$ cat src/rtl/karatsuba_seq_ctrl_if.sv
// rtl/karatsuba_seq_ctrl_if.sv - operand/product handshake bundle for the Karatsuba sequencer
// Signals:
//   a_in, b_in   WIDTH    operands, sampled on accept
//   in_valid     1        operand pair offered
//   in_ready     1        sequencer idle and able to accept
//   prod         2*WIDTH  product, stable while out_valid
//   out_valid    1        product available, held until taken
//   out_ready    1        sink takes product
//   busy         1        sequencer not idle
// Modports: master = operand source / product sink, slave = sequencer.
interface karatsuba_seq_ctrl_if #(
    parameter int WIDTH = 32
);
    logic [WIDTH-1:0]   a_in;
    logic [WIDTH-1:0]   b_in;
    logic               in_valid;
    logic               in_ready;
    logic [2*WIDTH-1:0] prod;
    logic               out_valid;
    logic               out_ready;
    logic               busy;

    modport master (
        output a_in, b_in, in_valid, out_ready,
        input  in_ready, prod, out_valid, busy
    );

    modport slave (
        input  a_in, b_in, in_valid, out_ready,
        output in_ready, prod, out_valid, busy
    );
endinterface

$ cat src/rtl/karatsuba_seq_ctrl.sv
// rtl/karatsuba_seq_ctrl.sv - one-level Karatsuba multiply sequencer on a shared multiplier and adder
// Ports:
//   clk   rising-edge clock
//   rst   asynchronous active-high reset
//   bus   karatsuba_seq_ctrl_if.slave: operands in (valid/ready), product out (valid/ready), busy
// One (H+1)x(H+1) multiplier and one 2*WIDTH adder with carry-in are time-shared over
// M1..A2; prod = (k1<<WIDTH) + ((k3-k1-k2)<<H) + k2.
module karatsuba_seq_ctrl #(
    parameter int WIDTH = 32
) (
    input  logic                 clk,
    input  logic                 rst,
    karatsuba_seq_ctrl_if.slave  bus
);
    localparam int H  = WIDTH / 2;
    localparam int W2 = 2 * WIDTH;

    localparam logic [3:0] ST_IDLE = 4'd0;
    localparam logic [3:0] ST_M1   = 4'd1;
    localparam logic [3:0] ST_M2   = 4'd2;
    localparam logic [3:0] ST_M3   = 4'd3;
    localparam logic [3:0] ST_S1   = 4'd4;
    localparam logic [3:0] ST_S2   = 4'd5;
    localparam logic [3:0] ST_A1   = 4'd6;
    localparam logic [3:0] ST_A2   = 4'd7;
    localparam logic [3:0] ST_OUT  = 4'd8;

    logic [3:0]       state;
    logic [H-1:0]     ah, al, bh, bl;
    logic [WIDTH-1:0] k1, k2;
    logic [WIDTH+1:0] k3;
    logic [W2-1:0]    t, mid, g, prod_r;
    logic             out_valid_r;

    logic [H:0]       mul_a, mul_b;
    logic [WIDTH+1:0] mul_p;
    logic [W2-1:0]    add_x, add_y;
    logic             add_cin;
    logic [W2:0]      add_full;
    logic             a2_carry;

    // Operand muxes are zero outside the owning states so the shared units stay quiet.
    always_comb begin
        mul_a = '0;
        mul_b = '0;
        case (state)
            ST_M1: begin
                mul_a = {1'b0, ah};
                mul_b = {1'b0, bh};
            end
            ST_M2: begin
                mul_a = {1'b0, al};
                mul_b = {1'b0, bl};
            end
            ST_M3: begin
                // H+1-bit sums keep the carry out of ah+al
                mul_a = {1'b0, ah} + {1'b0, al};
                mul_b = {1'b0, bh} + {1'b0, bl};
            end
            default: ;
        endcase
    end

    assign mul_p = (WIDTH+2)'(mul_a) * (WIDTH+2)'(mul_b);

    always_comb begin
        add_x   = '0;
        add_y   = '0;
        add_cin = 1'b0;
        case (state)
            ST_S1: begin
                add_x   = W2'(k3);
                add_y   = ~W2'(k1);
                add_cin = 1'b1;
            end
            ST_S2: begin
                add_x   = t;
                add_y   = ~W2'(k2);
                add_cin = 1'b1;
            end
            ST_A1: begin
                add_x = W2'(k1) << WIDTH;
                add_y = mid << H;
            end
            ST_A2: begin
                add_x = g;
                add_y = W2'(k2);
            end
            default: ;
        endcase
    end

    assign add_full = {1'b0, add_x} + {1'b0, add_y} + {{W2{1'b0}}, add_cin};
    // Final accumulation can never overflow 2*WIDTH bits; any carry here is a datapath bug.
    assign a2_carry = (state == ST_A2) && add_full[W2];

    always @(posedge clk) begin
        if (!rst) begin
            assert (!a2_carry);
        end
    end

    always_ff @(posedge clk or posedge rst) begin
        if (rst) begin
            state       <= ST_IDLE;
            ah          <= '0;
            al          <= '0;
            bh          <= '0;
            bl          <= '0;
            k1          <= '0;
            k2          <= '0;
            k3          <= '0;
            t           <= '0;
            mid         <= '0;
            g           <= '0;
            prod_r      <= '0;
            out_valid_r <= 1'b0;
        end else begin
            case (state)
                ST_IDLE: begin
                    if (bus.in_valid) begin
                        ah    <= bus.a_in[WIDTH-1:H];
                        al    <= bus.a_in[H-1:0];
                        bh    <= bus.b_in[WIDTH-1:H];
                        bl    <= bus.b_in[H-1:0];
                        state <= ST_M1;
                    end
                end
                ST_M1: begin
                    k1    <= mul_p[WIDTH-1:0];
                    state <= ST_M2;
                end
                ST_M2: begin
                    k2    <= mul_p[WIDTH-1:0];
                    state <= ST_M3;
                end
                ST_M3: begin
                    k3    <= mul_p;
                    state <= ST_S1;
                end
                ST_S1: begin
                    t     <= add_full[W2-1:0];
                    state <= ST_S2;
                end
                ST_S2: begin
                    mid   <= add_full[W2-1:0];
                    state <= ST_A1;
                end
                ST_A1: begin
                    g     <= add_full[W2-1:0];
                    state <= ST_A2;
                end
                ST_A2: begin
                    prod_r      <= add_full[W2-1:0];
                    out_valid_r <= 1'b1;
                    state       <= ST_OUT;
                end
                ST_OUT: begin
                    if (bus.out_ready) begin
                        out_valid_r <= 1'b0;
                        state       <= ST_IDLE;
                    end
                end
                default: state <= ST_IDLE;
            endcase
        end
    end

    assign bus.in_ready  = (state == ST_IDLE);
    assign bus.busy      = (state != ST_IDLE);
    assign bus.prod      = prod_r;
    assign bus.out_valid = out_valid_r;
endmodule

$ cat src/flat_wrapper.sv
// flat-port wrapper written by rule: the top's interface ports become plain ports
module karatsuba_seq_ctrl_flat 
#(
    parameter int WIDTH = 32
)
  (clk, rst, bus_a_in, bus_b_in, bus_in_valid, bus_out_ready, bus_in_ready, bus_prod, bus_out_valid, bus_busy);
  karatsuba_seq_ctrl_if #(.WIDTH(WIDTH)) bus_i ();
  input  logic clk;
  input  logic rst;
  input wire logic [$bits(bus_i.a_in)-1:0] bus_a_in;
  input wire logic [$bits(bus_i.b_in)-1:0] bus_b_in;
  input wire logic [$bits(bus_i.in_valid)-1:0] bus_in_valid;
  input wire logic [$bits(bus_i.out_ready)-1:0] bus_out_ready;
  output wire logic [$bits(bus_i.in_ready)-1:0] bus_in_ready;
  output wire logic [$bits(bus_i.prod)-1:0] bus_prod;
  output wire logic [$bits(bus_i.out_valid)-1:0] bus_out_valid;
  output wire logic [$bits(bus_i.busy)-1:0] bus_busy;
  assign bus_i.a_in = bus_a_in;
  assign bus_i.b_in = bus_b_in;
  assign bus_i.in_valid = bus_in_valid;
  assign bus_i.out_ready = bus_out_ready;
  assign bus_in_ready = bus_i.in_ready;
  assign bus_prod = bus_i.prod;
  assign bus_out_valid = bus_i.out_valid;
  assign bus_busy = bus_i.busy;
  karatsuba_seq_ctrl #(.WIDTH(WIDTH)) u_core (.clk(clk), .rst(rst), .bus(bus_i));
endmodule
$ cat config.mk
export PLATFORM = sky130hd
export DESIGN_NAME = karatsuba_seq_ctrl_flat
export DESIGN_NICKNAME = d
export VERILOG_FILES = /design/src/rtl/karatsuba_seq_ctrl_if.sv /design/src/rtl/karatsuba_seq_ctrl.sv /design/src/flat_wrapper.sv
export SDC_FILE = /design/constraint.sdc
export NUM_CORES = 2
export LEC_CHECK = 0
export ABC_AREA = 1
export BUFFER_PORTS_ARGS = -buffer_cell sky130_fd_sc_hd__buf_4
export CORE_MARGIN = 2
export CORE_UTILIZATION = 55
export CTS_CLUSTER_SIZE = 8
export DETAILED_ROUTE_END_ITERATION = 6
export GPL_TIMING_DRIVEN = 0
export PLACE_DENSITY_LB_ADDON = 0.2
export SYNTH_ARGS = -nofsm -noshare
export SYNTH_HDL_FRONTEND = slang
export SYNTH_SLANG_ARGS = --single-unit
$ cat constraint.sdc
create_clock -name clk -period 22.1 [get_ports clk]
set_input_delay 4.42 -clock clk [delete_from_list [all_inputs] [get_ports clk]]
set_output_delay 4.42 -clock clk [all_outputs]
set_load 0.01 [all_outputs]
Yosys cells after proc, flatten, opt, wreduce, memory -nomap -nowiden --
Cells that the tools add are included.
Operators by class: add/subtract/negate cells 4, multiply operators 1, equal/unequal tests 10, muxes and demuxes 10, bitwise logic cells 2, reduce and logical (&&, ||, !) cells 7
Operators by type and width (count):
- $pmux W64 S4 | 2
- $not A32 Y64 | 2
- $pmux W17 S3 | 2
- $add A64 B1 Y64 | 1
- $add A64 B64 Y64 | 1
- $pmux W4 S9 | 1
- $add A16 B16 Y17 | 2
- $mul A17 B17 Y34 | 1
- $eq A4 B3 Y1 const B | 4
- $eq A4 B2 Y1 const B | 2
- $mux W4 | 2
- $reduce_and A2 Y1 | 3
- $eq A4 B1 Y1 const B | 1
- $eq A4 B4 Y1 const B | 1
- $logic_not A4 Y1 | 1
- $ne A2 B2 Y1 const B | 2
- $reduce_bool A4 Y1 | 1
- $mux W1 | 2
- $pmux W1 S2 | 1
- $reduce_bool A2 Y1 | 1
- $reduce_or A2 Y1 | 1
Storage, ports and cells: register bits after elaboration 407, bits of input ports 68, logic and storage cells 47

Longest topological paths before layout --
word-level depth 4, mapped depth 39, depth with buffers taken out 39

Worst setup path after synthesis --
No wires, ideal clock.
path type register -> register, start point reg u_core.al[0], end point reg u_core.k3[28], library setup time 0.133 ns, data arrival time 6.251 ns, required time 21.967 ns, slack 15.717 ns, cell stages (with the launch flop) 31, path buffers 1, clock period less this slack 6.383 ns, cell sequence dfrtp_1 > ha_1 > fa_1 > nand3_1 > nand2_1 > nand3_1 > nand2_1 > nand3_1 > nand2_1 > nand2_1 > nand3_1 > nand2_1 > buf_4 > nand2_1 > fa_1 > fa_1 > inv_1 > fa_1 > fa_1 > fa_1 > inv_1 > fa_1 > inv_1 > ha_1 > a21oi_1 > a21boi_0 > o21ai_0 > nand2_1 > nand4_1 > nand3_1 > o21ai_0
On the way: longest elaborated chain between the ends 3
Ends and longest elaborated chain:
- start, declared | RTL line karatsuba_seq_ctrl.sv:29 | logic [H-1:0] ah, al, bh, bl;
- start signal, assigned | RTL line karatsuba_seq_ctrl.sv:123 | al <= bus.a_in[H-1:0];
- $add A16 B16 Y17 | RTL line karatsuba_seq_ctrl.sv:57 | mul_a = {1'b0, ah} + {1'b0, al};
- $pmux W17 S3 (*) | RTL line karatsuba_seq_ctrl.sv:46 | case (state)
- $mul A17 B17 Y34 (*) | RTL line karatsuba_seq_ctrl.sv:64 | assign mul_p = (WIDTH+2)'(mul_a) * (WIDTH+2)'(mul_b);
- end signal, assigned | RTL line karatsuba_seq_ctrl.sv:138 | k3 <= mul_p;
- end, declared | RTL line karatsuba_seq_ctrl.sv:31 | logic [WIDTH+1:0] k3;
Every way passes the cells marked *; elsewhere a longest branch is shown, timed or not. A chain may end at the register's enable or synchronous reset.

Worst setup path in the final report --
start point reg u_core.bl[0], end point reg u_core.k2[24]
On the way: longest elaborated chain between the ends 3
Ends and longest elaborated chain:
- start, declared | RTL line karatsuba_seq_ctrl.sv:29
- start signal, assigned | RTL line karatsuba_seq_ctrl.sv:125 | bl <= bus.b_in[H-1:0];
- $add A16 B16 Y17 | RTL line karatsuba_seq_ctrl.sv:58 | mul_b = {1'b0, bh} + {1'b0, bl};
- $pmux W17 S3 (*) | RTL line karatsuba_seq_ctrl.sv:46
- $mul A17 B17 Y34 (*) | RTL line karatsuba_seq_ctrl.sv:64
- end signal, assigned | RTL line karatsuba_seq_ctrl.sv:134 | k2 <= mul_p[WIDTH-1:0];
- end, declared | RTL line karatsuba_seq_ctrl.sv:30 | logic [WIDTH-1:0] k1, k2;
Marked as above.

==> flow_summary.json <==
{
  "hold_viol_final": 0,
  "drc": 0,
  "hpwlAfterDp_um": 109000,
  "num_antenna_cells": 0,
  "synthFlopType": "dfrtp_1",
  "routed-wl-met2_um": 60200,
  "critPathRequiredTime_ps": 22630,
  "setup_tns_ps": 0,
  "startpoint": "u_core.bl[0]",
  "nets": 5638,
  "dr.pass1.iters": 6,
  "worst_path_max_delay_cell": "o21ai_0",
  "layout-drive-gt1-share": 0.0630,
  "clk_latency_ps": 640,
  "synth_edf_count": 0,
  "grt_max_degree": 128,
  "clock_path_buffers": 3,
  "io_pins": 135,
  "die_w_um": 255,
  "cts_tree": "done",
  "die_y_um": 255,
  "via_count": 33400,
  "cts_setup_buffers": 0,
  "synthArstFlopShare": 1.00,
  "post-route-period-util": 0.378,
  "reg2reg_depth": 31,
  "yosysWarnings": 0,
  "core_um2": 62700,
  "wl_met1_um": 50600,
  "ctsResizeCount": 0,
  "max_cap_viol_count": 0,
  "grt_pass1_vias": 32100,
  "root_buffer": "clkbuf_16",
  "fillers": 6000,
  "status": "finished clean",
  "clk_pin_slew_ps": 50,
  "synth_area_um2": 34700,
  "cp_slowest_stage_delay_ps": 690,
  "overflow": 0,
  "clock-sinks": 407,
  "slew_headroom": 0.175,
  "final_cell_mix": "nand2_1 (1,756), inv_1 (868), dfrtp_1 (407)",
  "initial_utilization": 0.553,
  "layout_commonest_cell": "nand2_1",
  "setup_viol": 0,
  "io_buffers": 134,
  "crit_path_start_kind": "flip-flop",
  "yosysUniqueCellTypes": 47,
  "ys_ff_latch": 407,
  "cp.arrival_ps": 8890,
  "cp_common_cell": "fa_1",
  "fin_skew_ps": 49.6,
  "top_layer": "met5",
  "fmax_ghz": 0.120,
  "viasPerCell": 5.58,
  "crit-reg2reg-capture": "u_core.k2[24]",
  "criticalPathCategory": "flip-flop to flip-flop",
  "cts_buffers": 58,
  "r2r_setup_slack_ps": 13740,
  "drv_slew": 0,
  "htreeDepth": 2,
  "synthCells": 4943,
  "period_minus_slack_ps": 8360,
  "worst_pin_slew_ps": 1240,
  "syn_area_per_cell_um2": 7.02,
  "drt_wl_total_um": 134000,
  "grt_usage": 0.414,
  "ys_seq_area_frac": 0.293,
  "met3_length_um": 11900,
  "die_area_um2": 65200,
  "path_max_fanout": 10,
  "synth_fp_nets": 5441,
  "area_growth_pct": 10.7,
  "place.gp.congestion": 1.05,
  "grt_pass1_wl_um": 197000,
  "wl_per_cell_um": 22.3,
  "min_path_type": "flip-flop to flip-flop",
  "crit_path_end": "u_core.k2[24]",
  "rsz0062_at_grt": "no",
  "ant_nets": 0,
  "end_kind": "flip-flop",
  "reg2reg_from": "u_core.bl[0]",
  "antenna_found_initial": 1,
  "rows": 92,
  "holdBufCountCts": 0,
  "drtIter0Drc": 3652
}
Yosys cell counts, types with 16 or more instances:
cell type | n | area share
nand3_1 | 310 | 0.045
nand2_1 | 1756 | 0.19
o22ai_1 | 25 | 0.0045
nor3_1 | 31 | 0.0045
o221ai_1 | 24 | 0.0061
xnor2_1 | 26 | 0.0066
nor2_1 | 319 | 0.034
clkbuf_1 | 86 | 0.0093
inv_2 | 16 | 0.0017
o211ai_1 | 18 | 0.0039
dfrtp_1 | 407 | 0.29
nand4_1 | 19 | 0.0034
ha_1 | 202 | 0.073
o21ai_0 | 239 | 0.034
xor2_1 | 17 | 0.0043
a21oi_1 | 173 | 0.025
inv_1 | 869 | 0.094
buf_2 | 48 | 0.0069
fa_1 | 228 | 0.13
layout make-up:
type | instances | area (um2) | area share
multi-input cells | 3490 | 20500 | 0.533
flip-flops and latches | 407 | 10200 | 0.265
inverters | 885 | 3330 | 0.0866
clock buffers | 59 | 1470 | 0.0381
repair buffers | 137 | 1090 | 0.0283
well taps | 846 | 1060 | 0.0275
plain buffers | 161 | 739 | 0.0192
clock inverters | 7 | 106 | 0.00277
cell families (layout without fill, tap and decap cells):
group,count (synthesis),in the layout,share of synthesized area
AND/OR/NAND/NOR,2478,2478,0.286
buffers and inverters,1046,1249,0.117
AO/OA/AOI/OAI,529,529,0.0857
adder cells (fa/ha/maj),430,430,0.204
flip-flops,407,407,0.293
XOR/XNOR,43,43,0.0108
multiplexers,10,10,0.00324
flip-flops by register name, indices dropped and copies added (netlist names):
signal and cells:
u_core.ah 16, u_core.al 16, u_core.bh 16, u_core.bl 16, u_core.bus.out_valid 1, u_core.bus.prod 64, u_core.g 64, u_core.k1 32
u_core.k2 32, u_core.k3 34, u_core.mid 48, u_core.state 4, u_core.t 64
how the worst min path moves through the flow:
stage                     slack (ps)           from       endpoint  cells past startpoint
after floorplan                  450  u_core.k1[23]  u_core.k1[23]                      2
after global placement           460   u_core.t[32]   u_core.t[32]                      2
after detailed placement         470  u_core.k1[30]  u_core.k1[30]                      2
after CTS                        480   u_core.t[51]   u_core.t[51]                      2
after global routing             490   u_core.t[59]   u_core.t[59]                      2
final                            480  u_core.k1[30]  u_core.k1[30]                      2
metal layers:
metal,up-vias,global-route usage
met2,1671,0.671
li1,15600,-
met5,-,0
met4,2,0.284
met1,15700,0.507
met3,460,0.0694
critical path: cells and delay by family (launching register included):
kind | cells | cell delay [ps]
adder cells (fa/ha/maj) | 9 | 3730
AO/OA/AOI/OAI | 6 | 2100
AND/OR/NAND/NOR | 9 | 1300
buffers and inverters | 7 | 670
flip-flops | 1 | 430
stage by stage:
step	setup slack, ps	utilization	hold WS [ps]	instance area (um2)	std cells
4_1_cts	13870	0.613	479	38400	5992
3_5_place_dp	13920	0.588	466	36900	5926
6_report	13740	0.613	476	38400	5992
5_1_grt	13450	0.613	489	38400	5992
3_3_place_gp	1870	0.586	462	36800	5923
2_1_floorplan	6360	-	449	34700	4943
Power is not shown: default switching activity piles up to over one toggle a cycle in this logic, so the estimate is an artifact.
